$ cat config.mk
export PLATFORM = sky130hd
export DESIGN_NAME = dmac_wr_engine
export DESIGN_NICKNAME = d
export VERILOG_FILES = /design/src/rtl/dmac_pkg.sv /design/src/rtl/dmac_xfer_cnt.sv /design/src/rtl/dmac_wr_engine.sv
export SDC_FILE = /design/constraint.sdc
export NUM_CORES = 1
export LEC_CHECK = 0
export BUFFER_PORTS_ARGS = -buffer_cell sky130_fd_sc_hd__buf_2
export CORE_UTILIZATION = 53
export DETAILED_ROUTE_END_ITERATION = 8
export PLACE_DENSITY = 0.87
export SYNTH_ARGS = -nofsm -noshare
export SYNTH_HDL_FRONTEND = slang
export SYNTH_SLANG_ARGS = --single-unit
$ cat constraint.sdc
create_clock -name clk -period 5.4 [get_ports clk]
set_clock_uncertainty 0.1 [all_clocks]
set_input_delay 1.08 -clock clk [delete_from_list [all_inputs] [get_ports clk]]
set_output_delay 1.08 -clock clk [all_outputs]
set_load 0.01 [all_outputs]
$ cat src/rtl/dmac_pkg.sv
// rtl/dmac_pkg.sv - shared DMA channel types and constants
package dmac_pkg;

    localparam int DMAC_WORD_BYTES = 4;
    localparam int DMAC_LEN_W      = 16;

    typedef enum logic [2:0] {
        ST_IDLE  = 3'd0,
        ST_POP   = 3'd1,
        ST_LOAD  = 3'd2,
        ST_WRITE = 3'd3,
        ST_DONE  = 3'd4
    } dmac_state_t;

endpackage

$ cat src/rtl/dmac_xfer_cnt.sv
// rtl/dmac_xfer_cnt.sv - loadable word down-counter with address incrementer
module dmac_xfer_cnt
    import dmac_pkg::*;
#(
    parameter int LEN_W     = DMAC_LEN_W,
    parameter int ADDR_STEP = DMAC_WORD_BYTES
) (
    input  logic             clk,
    input  logic             rst_n,
    input  logic             i_load,
    input  logic [31:0]      i_load_addr,
    input  logic [LEN_W-1:0] i_load_len,
    input  logic             i_load_inc,
    input  logic             i_step,
    output logic [31:0]      o_addr,
    output logic [LEN_W-1:0] o_count,
    output logic             o_last
);

    localparam logic [31:0]      W_STEP = 32'(ADDR_STEP);
    localparam logic [LEN_W-1:0] W_ONE  = LEN_W'(1);

    logic [31:0]      r_addr;
    logic [LEN_W-1:0] r_count;
    logic             r_inc;
    logic             w_zero;

    assign w_zero  = (r_count == '0);
    assign o_addr  = r_addr;
    assign o_count = r_count;
    assign o_last  = (r_count == W_ONE);

    // a step on an exhausted count is ignored so the counter never wraps to all-ones
    always_ff @(posedge clk or negedge rst_n) begin
        if (!rst_n) begin
            r_addr  <= '0;
            r_count <= '0;
            r_inc   <= 1'b0;
        end else if (i_load) begin
            r_addr  <= i_load_addr;
            r_count <= i_load_len;
            r_inc   <= i_load_inc;
        end else if (i_step && !w_zero) begin
            r_count <= r_count - W_ONE;
            if (r_inc) begin
                r_addr <= r_addr + W_STEP;
            end
        end
    end

endmodule

$ cat src/rtl/dmac_wr_engine.sv
// rtl/dmac_wr_engine.sv - DMA destination engine: FIFO pop to bus write
module dmac_wr_engine
    import dmac_pkg::*;
#(
    parameter int LEN_W     = DMAC_LEN_W,
    parameter int ADDR_STEP = DMAC_WORD_BYTES
) (
    input  logic             clk,
    input  logic             rst,
    input  logic             start,
    input  logic             abort,
    input  logic [31:0]      dst_addr,
    input  logic [LEN_W-1:0] xfer_len,
    input  logic             addr_inc,
    input  logic             fifo_empty,
    input  logic [31:0]      fifo_rdata,
    output logic             fifo_rd,
    output logic             fifo_clear,
    output logic             bus_req,
    output logic [31:0]      bus_addr,
    output logic [31:0]      bus_wdata,
    input  logic             bus_ack,
    output logic             busy,
    output logic             done,
    output logic [LEN_W-1:0] remaining
);

    dmac_state_t r_state;
    dmac_state_t w_next;
    logic        r_bus_req;
    logic        r_fifo_clear;
    logic [31:0] r_wdata;
    logic        w_load;
    logic        w_step;
    logic        w_last;

    assign w_load = (r_state == ST_IDLE) && start && !abort && (xfer_len != '0);
    // an ack coinciding with abort still retires that word
    assign w_step = (r_state == ST_WRITE) && bus_ack;

    assign fifo_rd    = (r_state == ST_POP) && !fifo_empty && !abort;
    assign fifo_clear = r_fifo_clear;
    assign bus_req    = r_bus_req;
    assign bus_wdata  = r_wdata;
    assign busy       = (r_state != ST_IDLE);
    assign done       = (r_state == ST_DONE);

    dmac_xfer_cnt #(
        .LEN_W     (LEN_W),
        .ADDR_STEP (ADDR_STEP)
    ) u_cnt (
        .clk         (clk),
        .rst_n       (rst),
        .i_load      (w_load),
        .i_load_addr (dst_addr),
        .i_load_len  (xfer_len),
        .i_load_inc  (addr_inc),
        .i_step      (w_step),
        .o_addr      (bus_addr),
        .o_count     (remaining),
        .o_last      (w_last)
    );

    always_comb begin
        w_next = r_state;
        if (abort) begin
            w_next = ST_IDLE;
        end else begin
            case (r_state)
                ST_IDLE: begin
                    if (start) begin
                        w_next = (xfer_len == '0) ? ST_DONE : ST_POP;
                    end
                end
                ST_POP: begin
                    if (!fifo_empty) begin
                        w_next = ST_LOAD;
                    end
                end
                ST_LOAD:  w_next = ST_WRITE;
                ST_WRITE: begin
                    if (bus_ack) begin
                        w_next = w_last ? ST_DONE : ST_POP;
                    end
                end
                ST_DONE:  w_next = ST_IDLE;
                default:  w_next = ST_IDLE;
            endcase
        end
    end

    // bus_req is a pure register of "next state is WRITE", so it cannot glitch
    always_ff @(posedge clk or negedge rst) begin
        if (!rst) begin
            r_state      <= ST_IDLE;
            r_bus_req    <= 1'b0;
            r_fifo_clear <= 1'b0;
            r_wdata      <= '0;
        end else begin
            r_state      <= w_next;
            r_bus_req    <= (w_next == ST_WRITE);
            r_fifo_clear <= abort;
            if (r_state == ST_LOAD) begin
                r_wdata <= fifo_rdata;
            end
        end
    end

endmodule
# ---- Yosys cells after proc, flatten, opt, wreduce, memory -nomap -nowiden
# Cells that the tools add are included.
dict set report word_totals {
  regBits 86
  out_inout_bits 85
  wordCells 45
}
dict set report classes {
  n_addsub 2
  n_eq_ne 6
  n_mux 12
  n_reduce_logical 18
}
# cell n
set op_table {}
lappend op_table {{$mux 32} 3}
lappend op_table {{$add 32x3->32 const B} 1}
lappend op_table {{$logic_not 16->1} 2}
lappend op_table {{$mux 16} 2}
lappend op_table {{$mux 3} 6}
lappend op_table {{$eq 16x1->1 const B} 1}
lappend op_table {{$reduce_bool 16->1} 1}
lappend op_table {{$sub 16x1->16 const B} 1}
lappend op_table {{$pmux 3 s4} 1}
lappend op_table {{$eq 3x2->1 const B} 3}
lappend op_table {{$logic_and 1x1->1} 7}
lappend op_table {{$reduce_bool 2->1} 2}
lappend op_table {{$eq 3x1->1 const B} 1}
lappend op_table {{$eq 3x3->1 const B} 1}
lappend op_table {{$logic_not 1->1} 3}
lappend op_table {{$logic_not 3->1} 1}
lappend op_table {{$reduce_bool 3->1} 1}
lappend op_table {{$reduce_and 2->1} 1}

# ---- Logic depth before layout (Yosys ltp)
dict set report depth {
  depth_word 6
  ltp_mapped 9
  ltp_nobuf 7
}

# ---- Hierarchy
# From an unflattened synthesis, not the netlist that was laid out.
dict set report hier_totals {
  hier_cells 423
  hier_area_um2 4549.4
}
# mod n_inst cells_per_inst area_each_um2 seq_area_each_um2
set modules_own_cells {}
lappend modules_own_cells {dmac_xfer_cnt 1 323 2907.8 1226.2}
lappend modules_own_cells {dmac_wr_engine 1 100 1641.6 925.9}

# ---- Least setup slack after synthesis
# Ideal clock, no wire load.
dict set report synth_path {
  kind {input to output}
  startpoint {in fifo_empty}
  endpoint {out fifo_rd}
  t_arrival_ns 1.467
  required_time_ns 4.220
  path_slack_ns 2.753
  stages 2
  path_buffers 0
  path_cell_list {nor3b_1 -> and2_1}
}
dict set report synth_via {
  elab_chain_len 3
}
# element line
set synth_lines {}
lappend synth_lines {{start, declared} dmac_wr_engine.sv:15} ;# input logic fifo_empty,
lappend synth_lines {{$logic_not 1->1} n/a}
lappend synth_lines {{$logic_and 1x1->1 (2 in series)} dmac_wr_engine.sv:41} ;# assign fifo_rd = (r_state == ST_POP) && !fifo_empty && !abort;
lappend synth_lines {{end, declared} dmac_wr_engine.sv:17} ;# output logic fifo_rd,
# Every way passes these cells.

# ---- Worst setup path after layout
# Same ends and word-level chain as after synthesis.

==> results_dict.tcl <==
set metrics [dict create \
    status "complete, no violations" \
    ys_top_cells_by_area "dfrtp_1 49%, mux2_2 8.4%, xnor2_1 5.5%" \
    ys_seq_area_share_pct 48.7 \
    irDropWorstVdd_mv 0.164 \
    reg2reg_setup_slack_ns 2.61 \
    slew_viol_final 0 \
    die_area_mm2 0.00871 \
    vias 3879 \
    end_kind "output pin" \
    synthFlopType "dfrtp_1" \
    dp_hpwl_um 8430 \
    ys_warn_count 0 \
    synthArstFlopShare_pct 100 \
    setup_viol 0 \
    initial_core_util_pct 56.1 \
    seqCellArea_mm2 0.00215 \
    grt_pass1_vias 3579 \
    worstSkewPairLatency_ns 0.35 \
    cts_hold_buf 0 \
    tightest_slew_ns 1.07 \
    drtPass1Iterations 4 \
    comb_power_share_pct 32.4 \
    die_h_um 93.3 \
    postCtsSetupRepairBufs 0 \
    grt_pass1_wl_um 17300 \
    sw_frac_of_total_pct 35.7 \
    internal_power_w 0.00137 \
    rsz0062_at_grt "false" \
    wl_um 11400 \
    cts_tree "built" \
    nFillCells 617 \
    antenna_left 0 \
    ios 172 \
    pwr-share-clk_pct 20.5 \
    path_clk_slew_ns 0.09 \
    core_area_mm2 0.00789 \
    reg2reg_depth 5 \
    final.setup.tns_ns 0 \
    max_freq_mhz 343 \
    via_per_inst 5.58 \
    avgRoutedWirePerCell_um 16.3 \
    path_class "primary input to output pin" \
    r2r-end "u_cnt.o_count[14]$_DFFE_PN0P_" \
    htree_levels 3 \
    synth_most_common_cell "dfrtp_1" \
    cts.sinks 86 \
    synth_area_mm2 0.00442 \
    crit_required_ns 4.22 \
    syn_area_per_cell_um2 10.3 \
    antenna_cells 0 \
    yosysTopAreaCellShare_pct 48.7 \
    hold-worst-slack_ns 0.399 \
    row_count 32 \
    syn_to_final_growth_pct 24.6 \
    p_seq_share_pct 47.1 \
    clockRootBuffer "clkbuf_8" \
    grt_max_degree 87 \
    r2r-start "u_cnt.o_count[6]$_DFFE_PN0P_" \
    critical_path.endpoint "fifo_rd" \
    ctsResizeCount 0 \
    synth_common_cells "86 x dfrtp_1, 48 x nand2_1, 33 x mux2_2" \
    synth_nets 520 \
    grt.overflow.total 0 \
    setup.worst_path.start "fifo_empty" \
    drt-initial-drc-count 176 \
    cp-start-kind "primary input" \
    drive_above_1_share_pct 39.6 \
    synth_cells 429 \
    leakage_nw 2.52 \
    finalPower_w 0.00213 \
    cts_buffers 9 \
    slew-limit-headroom_pct 28.8 \
    synth_edf_count 0 \
    yosysUniqueCellTypes 48 \
    die_w_um 93.3 \
    synth-seq-cells 86 \
    clockBufferDepth 2 \
    hold_violations 0 \
    cp.arrival_ns 1.74 \
    drc 0 \
    yosys.area.top_type "dfrtp_1" \
    place_congestion 0.858 \
    nets 679 \
    drv_cap 0 \
    fin_crit_sh_pct 54.0 \
    min_path_type "register to register" \
    port_buffers 171 \
    power.density_mw_per_mm2 386 \
    multiInputGateArea_mm2 0.00213 \
    cp_max_fo 2 \
    antenna_found_initial 0 \
    netSwitchingPower_w 0.000759 \
    hold_path_depth 2 \
    layout_min_cycle_time_ns 2.92 \
    track_usage_pct 25.7 \
]
## logic make-up after synthesis
kind of cell | Yosys count | synth area share (%)
simple gates | 181 | 23.3
flops | 86 | 48.7
compound gates | 56 | 8.01
mux | 38 | 9.54
buf+inv | 33 | 3.23
xor+xnor | 31 | 6.14
fa+ha+maj | 4 | 1.13
## flip-flops by register name (all words and copies together), names as in the netlist
register	cells
bus_wdata	32
u_cnt.o_addr	32
u_cnt.o_count	16
r_state	3
bus_req	1
fifo_clear	1
u_cnt.r_inc	1
## layer usage
layer	vias up	share of wire [%]	global-route usage, %
met5	-	0	0
li1	1867	-	-
met3	15	7.2	4.72
met4	0	1.3	8.72
met1	1815	43	34.6
met2	182	48	41.9
## layout by cell type, fill, tap and decap left out, types with 2 or more instances in the layout
master,instances
or2_2,3
a21oi_1,10
inv_6,4
o21ai_1,2
or3_1,4
and3_1,7
buf_2,170
mux2i_1,5
buf_4,4
clkbuf_8,10
nand2_1,48
mux2_2,33
nor4_1,18
nor4b_1,3
o21ai_0,24
nand4_1,14
nor3b_1,6
nor2_1,24
and4_1,4
a221o_1,9
a211o_1,2
inv_1,7
nor3_1,13
o211ai_1,3
xor2_1,3
xnor2_1,28
and2_1,9
or4_1,2
o22ai_1,2
ha_1,4
dfrtp_1,86
nand3_1,13
## layout make-up
class	count	share of cell area, %
flip-flops and latches	86	39.1
multi-input cells	310	38.7
repair buffers	174	16.0
clock buffers	10	2.50
well taps	102	2.32
clock inverters	6	0.931
inverters	7	0.477
## through the flow
| step | utilization (%) | worst slack [ns] | instances | instance area [µm²] |
|---|---|---|---|---|
| after floorplan | - | 2.75 | 429 | 4420 |
| final | 69.8 | 2.48 | 695 | 5510 |
| after CTS | 69.8 | 2.51 | 695 | 5510 |
| after global placement | 67.4 | 2.35 | 679 | 5320 |
| after detailed placement | 67.4 | 2.36 | 679 | 5320 |
| after global routing | 69.8 | 2.41 | 695 | 5510 |
## critical path: stages
cell,delay (ns)
buf_2,0.11
nor3b_1,0.25
and2_1,0.17
buf_2,0.13
## worst min path at each step
stage	start	end	slack, ns
6_report	u_cnt.o_addr[1]$_DFFE_PN0P_	u_cnt.o_addr[1]$_DFFE_PN0P_	0.40
5_1_grt	bus_wdata[27]$_DFFE_PN0N_	bus_wdata[27]$_DFFE_PN0N_	0.42
4_1_cts	u_cnt.o_addr[1]$_DFFE_PN0P_	u_cnt.o_addr[1]$_DFFE_PN0P_	0.40
3_5_place_dp	u_cnt.o_addr[0]$_DFFE_PN0P_	u_cnt.o_addr[0]$_DFFE_PN0P_	0.38
3_3_place_gp	u_cnt.o_addr[1]$_DFFE_PN0P_	u_cnt.o_addr[1]$_DFFE_PN0P_	0.36
2_1_floorplan	u_cnt.r_inc$_DFFE_PN0P_	u_cnt.r_inc$_DFFE_PN0P_	0.41
## power groups by stage
stage          clock network (W)  registers [W]  logic (W)
4_1_cts                 0.000442        0.00100   0.000698
6_report                0.000435        0.00100   0.000690
3_5_place_dp                   0        0.00101   0.000695
3_3_place_gp                   0       0.000996   0.000664
2_1_floorplan                  0        0.00108   0.000294
5_1_grt                 0.000468        0.00103   0.000756
Note: power is estimated with default switching activity, not from simulation.
